`src/rtl/cfg_reg_block_if.sv`:
```
// Request/response bus between the APB4 bridge and cfg_reg_block.
// Handshake: bus_req is valid for exactly one cycle per access and bus_ready answers it in that same cycle, so there is no backpressure.
interface cfg_reg_block_if #(
  parameter int ADDR_WIDTH = 5,
  parameter int DATA_WIDTH = 32
);
  logic                    bus_req;
  logic                    bus_req_is_wr;
  logic [ADDR_WIDTH-1:0]   bus_addr;
  logic [DATA_WIDTH-1:0]   bus_wr_data;
  logic [DATA_WIDTH/8-1:0] bus_wr_biten;
  logic                    bus_ready;
  logic                    bus_err;
  logic [DATA_WIDTH-1:0]   bus_rd_data;

  modport master (
    output bus_req, bus_req_is_wr, bus_addr, bus_wr_data, bus_wr_biten,
    input  bus_ready, bus_err, bus_rd_data
  );

  modport slave (
    input  bus_req, bus_req_is_wr, bus_addr, bus_wr_data, bus_wr_biten,
    output bus_ready, bus_err, bus_rd_data
  );
endinterface

```
`src/rtl/cfg_reg_block.sv`:
```
// Peripheral register block: ID, CTRL, W1C STATUS, SCRATCH and a prescaled compare timer with level irq.
// The timer (COMPARE, COUNT, CTRL timer bits, STATUS[8]) is built only when CFG_REG_BLOCK_TIMER_EN is defined.
module cfg_reg_block #(
  parameter int          ADDR_WIDTH = 5,
  parameter int          DATA_WIDTH = 32,
  parameter logic [31:0] ID_VALUE   = 32'hC0DE_0001
) (
  input  logic                  clk,
  input  logic                  rst,
  cfg_reg_block_if.slave        bus,
  input  logic [7:0]            hw_event,
  output logic [31:0]           ctrl_scratch,
  output logic                  irq
);
  localparam int IW = ADDR_WIDTH - 2;
  localparam logic [IW-1:0] IDX_ID      = IW'(0);
  localparam logic [IW-1:0] IDX_CTRL    = IW'(1);
  localparam logic [IW-1:0] IDX_STATUS  = IW'(2);
  localparam logic [IW-1:0] IDX_SCRATCH = IW'(3);
  localparam logic [IW-1:0] IDX_COMPARE = IW'(4);
  localparam logic [IW-1:0] IDX_COUNT   = IW'(5);

`ifdef CFG_REG_BLOCK_TIMER_EN
  localparam logic        HAS_TIMER  = 1'b1;
  localparam logic [31:0] CTRL_WMASK = 32'h0000_FF03;
`else
  localparam logic        HAS_TIMER  = 1'b0;
  localparam logic [31:0] CTRL_WMASK = 32'h0000_0002;
`endif

  logic [IW-1:0]         word_idx;
  logic                  wr_en, rd_en;
  logic                  sel_id, sel_ctrl, sel_status, sel_scratch, sel_compare, sel_count;
  logic                  mapped;
  logic [DATA_WIDTH-1:0] wmask;
  logic [DATA_WIDTH-1:0] rd_mux;
  logic [31:0]           ctrl_q, ctrl_d;
  logic [31:0]           scratch_q, scratch_d;
  logic [8:0]            status_q, status_d, status_clr;
  logic                  irq_q, irq_d;
  logic                  tmr_match;
  logic [31:0]           count_rd, compare_rd;
  logic                  unused_addr;

  assign word_idx    = bus.bus_addr[ADDR_WIDTH-1:2];
  assign unused_addr = ^bus.bus_addr[1:0];
  assign wr_en       = bus.bus_req &&  bus.bus_req_is_wr;
  assign rd_en       = bus.bus_req && !bus.bus_req_is_wr;

  assign sel_id      = (word_idx == IDX_ID);
  assign sel_ctrl    = (word_idx == IDX_CTRL);
  assign sel_status  = (word_idx == IDX_STATUS);
  assign sel_scratch = (word_idx == IDX_SCRATCH);
  assign sel_compare = (word_idx == IDX_COMPARE);
  assign sel_count   = (word_idx == IDX_COUNT);
  assign mapped      = sel_id | sel_ctrl | sel_status | sel_scratch |
                       (HAS_TIMER & (sel_compare | sel_count));

  assign bus.bus_ready = bus.bus_req;
  assign bus.bus_err   = bus.bus_req && (!mapped || (bus.bus_req_is_wr && sel_id));

  always_comb begin
    wmask = '0;
    for (int i = 0; i < DATA_WIDTH/8; i++) begin
      wmask[8*i +: 8] = {8{bus.bus_wr_biten[i]}};
    end
  end

  always_comb begin
    ctrl_d     = ctrl_q;
    scratch_d  = scratch_q;
    status_clr = '0;
    if (wr_en && sel_ctrl) begin
      ctrl_d = (ctrl_q & ~(wmask & CTRL_WMASK)) | (bus.bus_wr_data & wmask & CTRL_WMASK);
    end
    if (wr_en && sel_scratch) begin
      scratch_d = (scratch_q & ~wmask) | (bus.bus_wr_data & wmask);
    end
    if (wr_en && sel_status) begin
      status_clr = bus.bus_wr_data[8:0] & wmask[8:0];
    end
    // Set terms are OR-ed after the clear so a same-cycle event beats a W1C.
    status_d = (status_q & ~status_clr) | {tmr_match, hw_event};
    irq_d    = ctrl_q[1] && (|status_q);
  end

  always_ff @(posedge clk) begin
    if (rst) begin
      ctrl_q    <= '0;
      scratch_q <= '0;
      status_q  <= '0;
      irq_q     <= 1'b0;
    end else begin
      ctrl_q    <= ctrl_d;
      scratch_q <= scratch_d;
      status_q  <= status_d;
      irq_q     <= irq_d;
    end
  end

`ifdef CFG_REG_BLOCK_TIMER_EN
  logic [7:0]  presc_q, presc_d;
  logic [31:0] count_q, count_d, compare_q, compare_d;
  logic        tick;

  always_comb begin
    tick      = ctrl_q[0] && (presc_q == ctrl_q[15:8]);
    tmr_match = tick && (count_q == compare_q);
    presc_d   = (!ctrl_q[0] || tick) ? 8'd0 : presc_q + 8'd1;
    count_d   = count_q;
    compare_d = compare_q;
    if (tick) begin
      count_d = tmr_match ? 32'd0 : count_q + 32'd1;
    end
    // A bus load of COUNT overrides whatever the tick would have done.
    if (wr_en && sel_count) begin
      count_d = (count_q & ~wmask) | (bus.bus_wr_data & wmask);
    end
    if (wr_en && sel_compare) begin
      compare_d = (compare_q & ~wmask) | (bus.bus_wr_data & wmask);
    end
  end

  always_ff @(posedge clk) begin
    if (rst) begin
      presc_q   <= '0;
      count_q   <= '0;
      compare_q <= '0;
    end else begin
      presc_q   <= presc_d;
      count_q   <= count_d;
      compare_q <= compare_d;
    end
  end

  assign count_rd   = count_q;
  assign compare_rd = compare_q;
`else
  assign tmr_match  = 1'b0;
  assign count_rd   = '0;
  assign compare_rd = '0;
`endif

  always_comb begin
    rd_mux = '0;
    if (sel_id)           rd_mux = ID_VALUE;
    else if (sel_ctrl)    rd_mux = ctrl_q;
    else if (sel_status)  rd_mux = {23'd0, status_q};
    else if (sel_scratch) rd_mux = scratch_q;
    else if (sel_compare) rd_mux = compare_rd;
    else if (sel_count)   rd_mux = count_rd;
  end

  assign bus.bus_rd_data = (rd_en && !rst) ? rd_mux : '0;
  assign ctrl_scratch    = scratch_q;
  assign irq             = irq_q;
endmodule
```
`src/flat_wrapper.sv`:
```
// flat-port wrapper written by rule: the top's interface ports become plain ports
module cfg_reg_block_flat 
#(
  parameter int          ADDR_WIDTH = 5,
  parameter int          DATA_WIDTH = 32,
  parameter logic [31:0] ID_VALUE   = 32'hC0DE_0001
)
  (clk, rst, hw_event, ctrl_scratch, irq, bus_bus_req, bus_bus_req_is_wr, bus_bus_addr, bus_bus_wr_data, bus_bus_wr_biten, bus_bus_ready, bus_bus_err, bus_bus_rd_data);
  cfg_reg_block_if #(.ADDR_WIDTH(ADDR_WIDTH), .DATA_WIDTH(DATA_WIDTH)) bus_i ();
  input  logic clk;
  input  logic rst;
  input  logic [7:0] hw_event;
  output logic [31:0] ctrl_scratch;
  output logic irq;
  input wire logic [$bits(bus_i.bus_req)-1:0] bus_bus_req;
  input wire logic [$bits(bus_i.bus_req_is_wr)-1:0] bus_bus_req_is_wr;
  input wire logic [$bits(bus_i.bus_addr)-1:0] bus_bus_addr;
  input wire logic [$bits(bus_i.bus_wr_data)-1:0] bus_bus_wr_data;
  input wire logic [$bits(bus_i.bus_wr_biten)-1:0] bus_bus_wr_biten;
  output wire logic [$bits(bus_i.bus_ready)-1:0] bus_bus_ready;
  output wire logic [$bits(bus_i.bus_err)-1:0] bus_bus_err;
  output wire logic [$bits(bus_i.bus_rd_data)-1:0] bus_bus_rd_data;
  assign bus_i.bus_req = bus_bus_req;
  assign bus_i.bus_req_is_wr = bus_bus_req_is_wr;
  assign bus_i.bus_addr = bus_bus_addr;
  assign bus_i.bus_wr_data = bus_bus_wr_data;
  assign bus_i.bus_wr_biten = bus_bus_wr_biten;
  assign bus_bus_ready = bus_i.bus_ready;
  assign bus_bus_err = bus_i.bus_err;
  assign bus_bus_rd_data = bus_i.bus_rd_data;
  cfg_reg_block #(.ADDR_WIDTH(ADDR_WIDTH), .DATA_WIDTH(DATA_WIDTH), .ID_VALUE(ID_VALUE)) u_core (.clk(clk), .rst(rst), .bus(bus_i), .hw_event(hw_event), .ctrl_scratch(ctrl_scratch), .irq(irq));
endmodule
```
`config.mk`:
```
export PLATFORM = sky130hd
export DESIGN_NAME = cfg_reg_block_flat
export DESIGN_NICKNAME = d
export VERILOG_FILES = /design/src/rtl/cfg_reg_block_if.sv /design/src/rtl/cfg_reg_block.sv /design/src/flat_wrapper.sv
export SDC_FILE = /design/constraint.sdc
export NUM_CORES = 1
export LEC_CHECK = 0
export ABC_CLOCK_PERIOD_IN_PS = 2160
export CAP_MARGIN = 20
export CORE_MARGIN = 5
export CORE_UTILIZATION = 25
export DETAILED_ROUTE_END_ITERATION = 12
export GPL_TIMING_DRIVEN = 0
export HOLD_SLACK_MARGIN = 0.02
export PLACE_DENSITY_LB_ADDON = 0.2
export SLEW_MARGIN = 10
export SYNTH_ARGS = -nofsm -noshare
export SYNTH_HDL_FRONTEND = slang
export SYNTH_SLANG_ARGS = --single-unit
```
`constraint.sdc`:
```
create_clock -name clk -period 2.16 [get_ports clk]
set_input_delay 0.432 -clock clk [delete_from_list [all_inputs] [get_ports clk]]
set_output_delay 0.432 -clock clk [all_outputs]
set_load 0.05 [all_outputs]
```
==> metrics.md <==
| Metric | Value |
|---|---|
| First DRT Iteration DRCs | `42` |
| Placement-stage worst setup slack | `-1.06 ns` |
| Clock buffer count from CTS | `5` |
| Sum of routed wire length over all layers | `7990 um` |
| Synthesized area | `0.00238 sq mm` |
| Highest clock rate | `0.476 GHz` |
| Total number of yosys warnings | `0` |
| Worst-case hold slack | `0.490 ns` |
| CTS tree | `done` |
| Internal | `1.19 mW` |
| Gate Count Post-Synth | `267` |
| Fraction of power consumed by sequential logic | `0.500` |
| Sw Share | `0.275` |
| Worst skew pair latency | `0.29 ns` |
| H-Tree Depth | `2` |
| Buffer type at the clock tree root | `sky130_fd_sc_hd__clkbuf_8` |
| Clock slew at the register clock pins of the worst setup and hold paths | `0.08 ns` |
| Antenna diode count | `0` |
| Slew at the pin closest to its max-slew limit | `0.632 ns` |
| Final critical path time including I/O delays and setup | `2.10 ns` |
| Number of input and output port buffers inserted | `115` |
| Final setup violation count | `0` |
| Critical Path Start Type | `primary input` |
| Mean area per synthesized cell | `8.91 sq um` |
| Kind of critical path | `primary input to output pin` |
| Area growth syn-to-layout | `65.4%` |
| Final number of max-transition violations | `0` |
| Total grt overflow | `0` |
| Flops & latches, synth | `43` |
| Total routing resource utilization after global routing | `0.135` |
| Iteration count of the initial detailed-routing pass | `4` |
| Endpoint arrival time on the critical path | `1.67 ns` |
| Post-route setup slack | `0.0602 ns` |
| Largest net degree at the start of global routing | `14` |
| Portion of total power attributed to combinational logic | `0.183` |
| Number of global-route vias before repair | `2290` |
| Post-route antenna net violation count | `0` |
| Post-Route Skew | `0.00164 ns` |
| Die Area | `0.0116 sq mm` |
| Reg-to-reg critical path startpoint | `u_core.status_q[3]` |
| Gp weighted congestion | `0.712` |
| Final number of hold-violating endpoints | `0` |
| Peak supply drop | `249 uV` |
| Floorplan die height | `108 um` |
| Part of the power in the clock network | `0.317` |
| Leakage power figure | `1.56 nW` |
| Maximum root-to-sink buffer count | `2` |
| Row count | `35` |
| Ports placed on the boundary | `120` |
| Core ar. | `0.00924 sq mm` |
| Number of antenna violations at the first check in global routing | `0` |
| Status | `complete, no violations` |
| Filler cells | `948` |
| Sequential area share after synthesis | `0.362` |
| Worst max-slew margin expressed relative to the limit | `0.578` |
| Syn_nets | `320` |
| Kind of capture point of the worst setup path | `output pin` |
| Number of vias per cell | `4.39` |
| Crit path max-delay cell type | `sky130_fd_sc_hd__clkdlybuf4s15_2` |
| P_sw | `451 uW` |
| Share of cells above drive strength 1 | `0.221` |
| Total power after layout | `1.64 mW` |
| First-pass GRT wire length | `12300 um` |
| Routed vias | `2319` |
| DRC viols | `0` |
| Critical-path cell list | `buf_2 > buf_2 > nand3_1 > a21oi_2 > clkdlybuf4s15_2` |
| CTS sink cnt | `43` |
| Critical path data required time | `1.73 ns` |
| Cell Pwr Density | `416 mW/mm^2` |
| Width of the die | `108 um` |
| Launching instance or port of the critical path | `bus_bus_addr[2]` |
| Wirelength per Cell | `15.1 um` |
| Largest fanout of any net on the critical path | `10` |
| Number of maximum-capacitance constraint violations | `0` |
| Library cells used by synthesis | `31` |
| Class of the worst hold path | `flop to flop` |
| Largest stage delay, worst path | `0.39 ns` |
| Share of the clock period used by the worst path | `0.972` |
| Estimated wirelength of the detail-placed design | `5910 um` |
| Most frequent CP cell | `sky130_fd_sc_hd__buf_2` |
| Starting density of the core | `0.258` |
| Post-layout nets | `451` |
final cells by class:
class                           count  area (sq um)  share of cell area
Clock buffer                        5          68.8              0.0175
Clock inverter                      3          15.0             0.00382
Inverter                            1          3.75            0.000954
Timing Repair Buffer              124          1220               0.309
Buffer                             21           148              0.0375
Tap cell                          129           161              0.0410
Multi-Input combinational cell    202          1460               0.371
Sequential cell                    43           861               0.219
through the flow:
stage | utilization | TNS [ns] | std cells | instance area (sq um)
global route | 0.426 | -0.00432 | 528 | 3940
global placement | 0.400 | -31.85 | 511 | 3700
floorplan | - | 0 | 267 | 2390
detailed placement | 0.400 | -32.03 | 511 | 3700
CTS | 0.420 | -0.121 | 528 | 3880
finish | 0.426 | 0 | 528 | 3940
path summary, 6_finish.rpt:
| check | endpoint | slack [ns] | cells past startpoint |
|---|---|---|---|
| max reg2reg | u_core.irq | 1.24 | 2 |
| min | flop | 0.49 | 2 |
| max | bus_bus_rd_data[0] | 0.06 | 5 |
| min reg2reg | flop | 0.49 | 2 |
cell usage in the layout (no fill, tap or decap), types with 2 or more instances in the layout:
master	instances
sky130_fd_sc_hd__a21o_1	9
sky130_fd_sc_hd__a21oi_2	2
sky130_fd_sc_hd__and2_1	13
sky130_fd_sc_hd__and2_4	2
sky130_fd_sc_hd__buf_2	7
sky130_fd_sc_hd__buf_4	17
sky130_fd_sc_hd__buf_6	29
sky130_fd_sc_hd__buf_8	2
sky130_fd_sc_hd__clkbuf_1	7
sky130_fd_sc_hd__clkbuf_2	3
sky130_fd_sc_hd__clkbuf_8	5
sky130_fd_sc_hd__clkdlybuf4s15_2	2
sky130_fd_sc_hd__clkdlybuf4s50_1	78
sky130_fd_sc_hd__clkinv_2	3
sky130_fd_sc_hd__dfxtp_1	43
sky130_fd_sc_hd__mux2i_1	32
sky130_fd_sc_hd__nand2_1	6
sky130_fd_sc_hd__nand2b_1	57
sky130_fd_sc_hd__nand3_1	2
sky130_fd_sc_hd__nor2_1	11
sky130_fd_sc_hd__nor2_2	7
sky130_fd_sc_hd__nor2_8	2
sky130_fd_sc_hd__nor2b_1	9
sky130_fd_sc_hd__nor3_1	9
sky130_fd_sc_hd__nor3b_1	2
sky130_fd_sc_hd__nor4_1	2
sky130_fd_sc_hd__nor4b_1	8
sky130_fd_sc_hd__o21ai_0	8
sky130_fd_sc_hd__o21ai_1	8
per-layer routing:
layer | track usage | wire length, um | vias up | share of wire
li1 | - | - | 1159 | -
met1 | 0.179 | 3690 | 1064 | 0.46
met2 | 0.218 | 3640 | 92 | 0.46
met3 | 0.0432 | 626 | 4 | 0.078
met4 | 0.0243 | 33 | 0 | 0.0041
met5 | 0 | 0 | - | 0
critical path, delay by kind of cell:
kind                   cells  cell delay, ns
buffers and inverters      3            0.93
AOI/OAI and AO/OA          1            0.16
and+or+nand+nor            1            0.14
power by group through the flow:
stage / Clock (mW) / Combinational [mW] / Sequential [mW]
2_1_floorplan: 0 / 0.129 / 0.850
3_3_place_gp: 0 / 0.287 / 0.838
3_5_place_dp: 0 / 0.289 / 0.838
4_1_cts: 0.539 / 0.297 / 0.820
5_1_grt: 0.568 / 0.324 / 0.822
6_report: 0.519 / 0.300 / 0.820
cell families after synthesis:
group,Yosys count,synth area share
buffers and inverters,22,0.0547
AND/OR/NAND/NOR,140,0.373
AO/OA/AOI/OAI,29,0.0710
flip-flops,43,0.362
multiplexers,33,0.139
Yosys cell counts:
cell / instances / area, sq um
sky130_fd_sc_hd__nor2_8: 2 / 40.0
sky130_fd_sc_hd__buf_6: 2 / 22.5
sky130_fd_sc_hd__nor3b_1: 2 / 15.0
sky130_fd_sc_hd__nand3_1: 2 / 10.0
sky130_fd_sc_hd__nor4b_1: 9 / 78.8
sky130_fd_sc_hd__inv_1: 1 / 3.75
sky130_fd_sc_hd__o21ai_0: 8 / 40.0
sky130_fd_sc_hd__nor3_1: 10 / 50.1
sky130_fd_sc_hd__clkbuf_1: 7 / 26.3
sky130_fd_sc_hd__nor4bb_1: 1 / 10.0
sky130_fd_sc_hd__and2_1: 15 / 93.8
sky130_fd_sc_hd__nand4_1: 1 / 6.26
sky130_fd_sc_hd__nor3_4: 1 / 16.3
sky130_fd_sc_hd__nand4b_4: 1 / 23.8
sky130_fd_sc_hd__nor2b_1: 9 / 56.3
sky130_fd_sc_hd__a31oi_1: 1 / 6.26
sky130_fd_sc_hd__or2_1: 1 / 6.26
sky130_fd_sc_hd__nand2b_1: 57 / 357
sky130_fd_sc_hd__o21ai_1: 8 / 40.0
sky130_fd_sc_hd__nor4_1: 2 / 12.5
sky130_fd_sc_hd__a21o_1: 9 / 67.6
sky130_fd_sc_hd__nand2_1: 7 / 26.3
sky130_fd_sc_hd__dfxtp_1: 43 / 861
sky130_fd_sc_hd__mux2_2: 1 / 11.3
sky130_fd_sc_hd__buf_2: 5 / 25.0
sky130_fd_sc_hd__nor2_1: 18 / 67.6
sky130_fd_sc_hd__a21oi_1: 3 / 15.0
sky130_fd_sc_hd__mux2i_1: 32 / 320
sky130_fd_sc_hd__nand3b_1: 1 / 7.51
sky130_fd_sc_hd__buf_4: 7 / 52.6
sky130_fd_sc_hd__nand4bb_1: 1 / 11.3
what timing repair did:
action / in CTS / in global routing
setup endpoints to repair: 34 / 31
gates resized for setup: 225 / 29
hold buffers: 0 / 0
buffers inserted: 7 / 0
cloned: 2 / 0
pin swaps: 3 / 11
No activity file was read; power rests on OpenSTA's default activity.
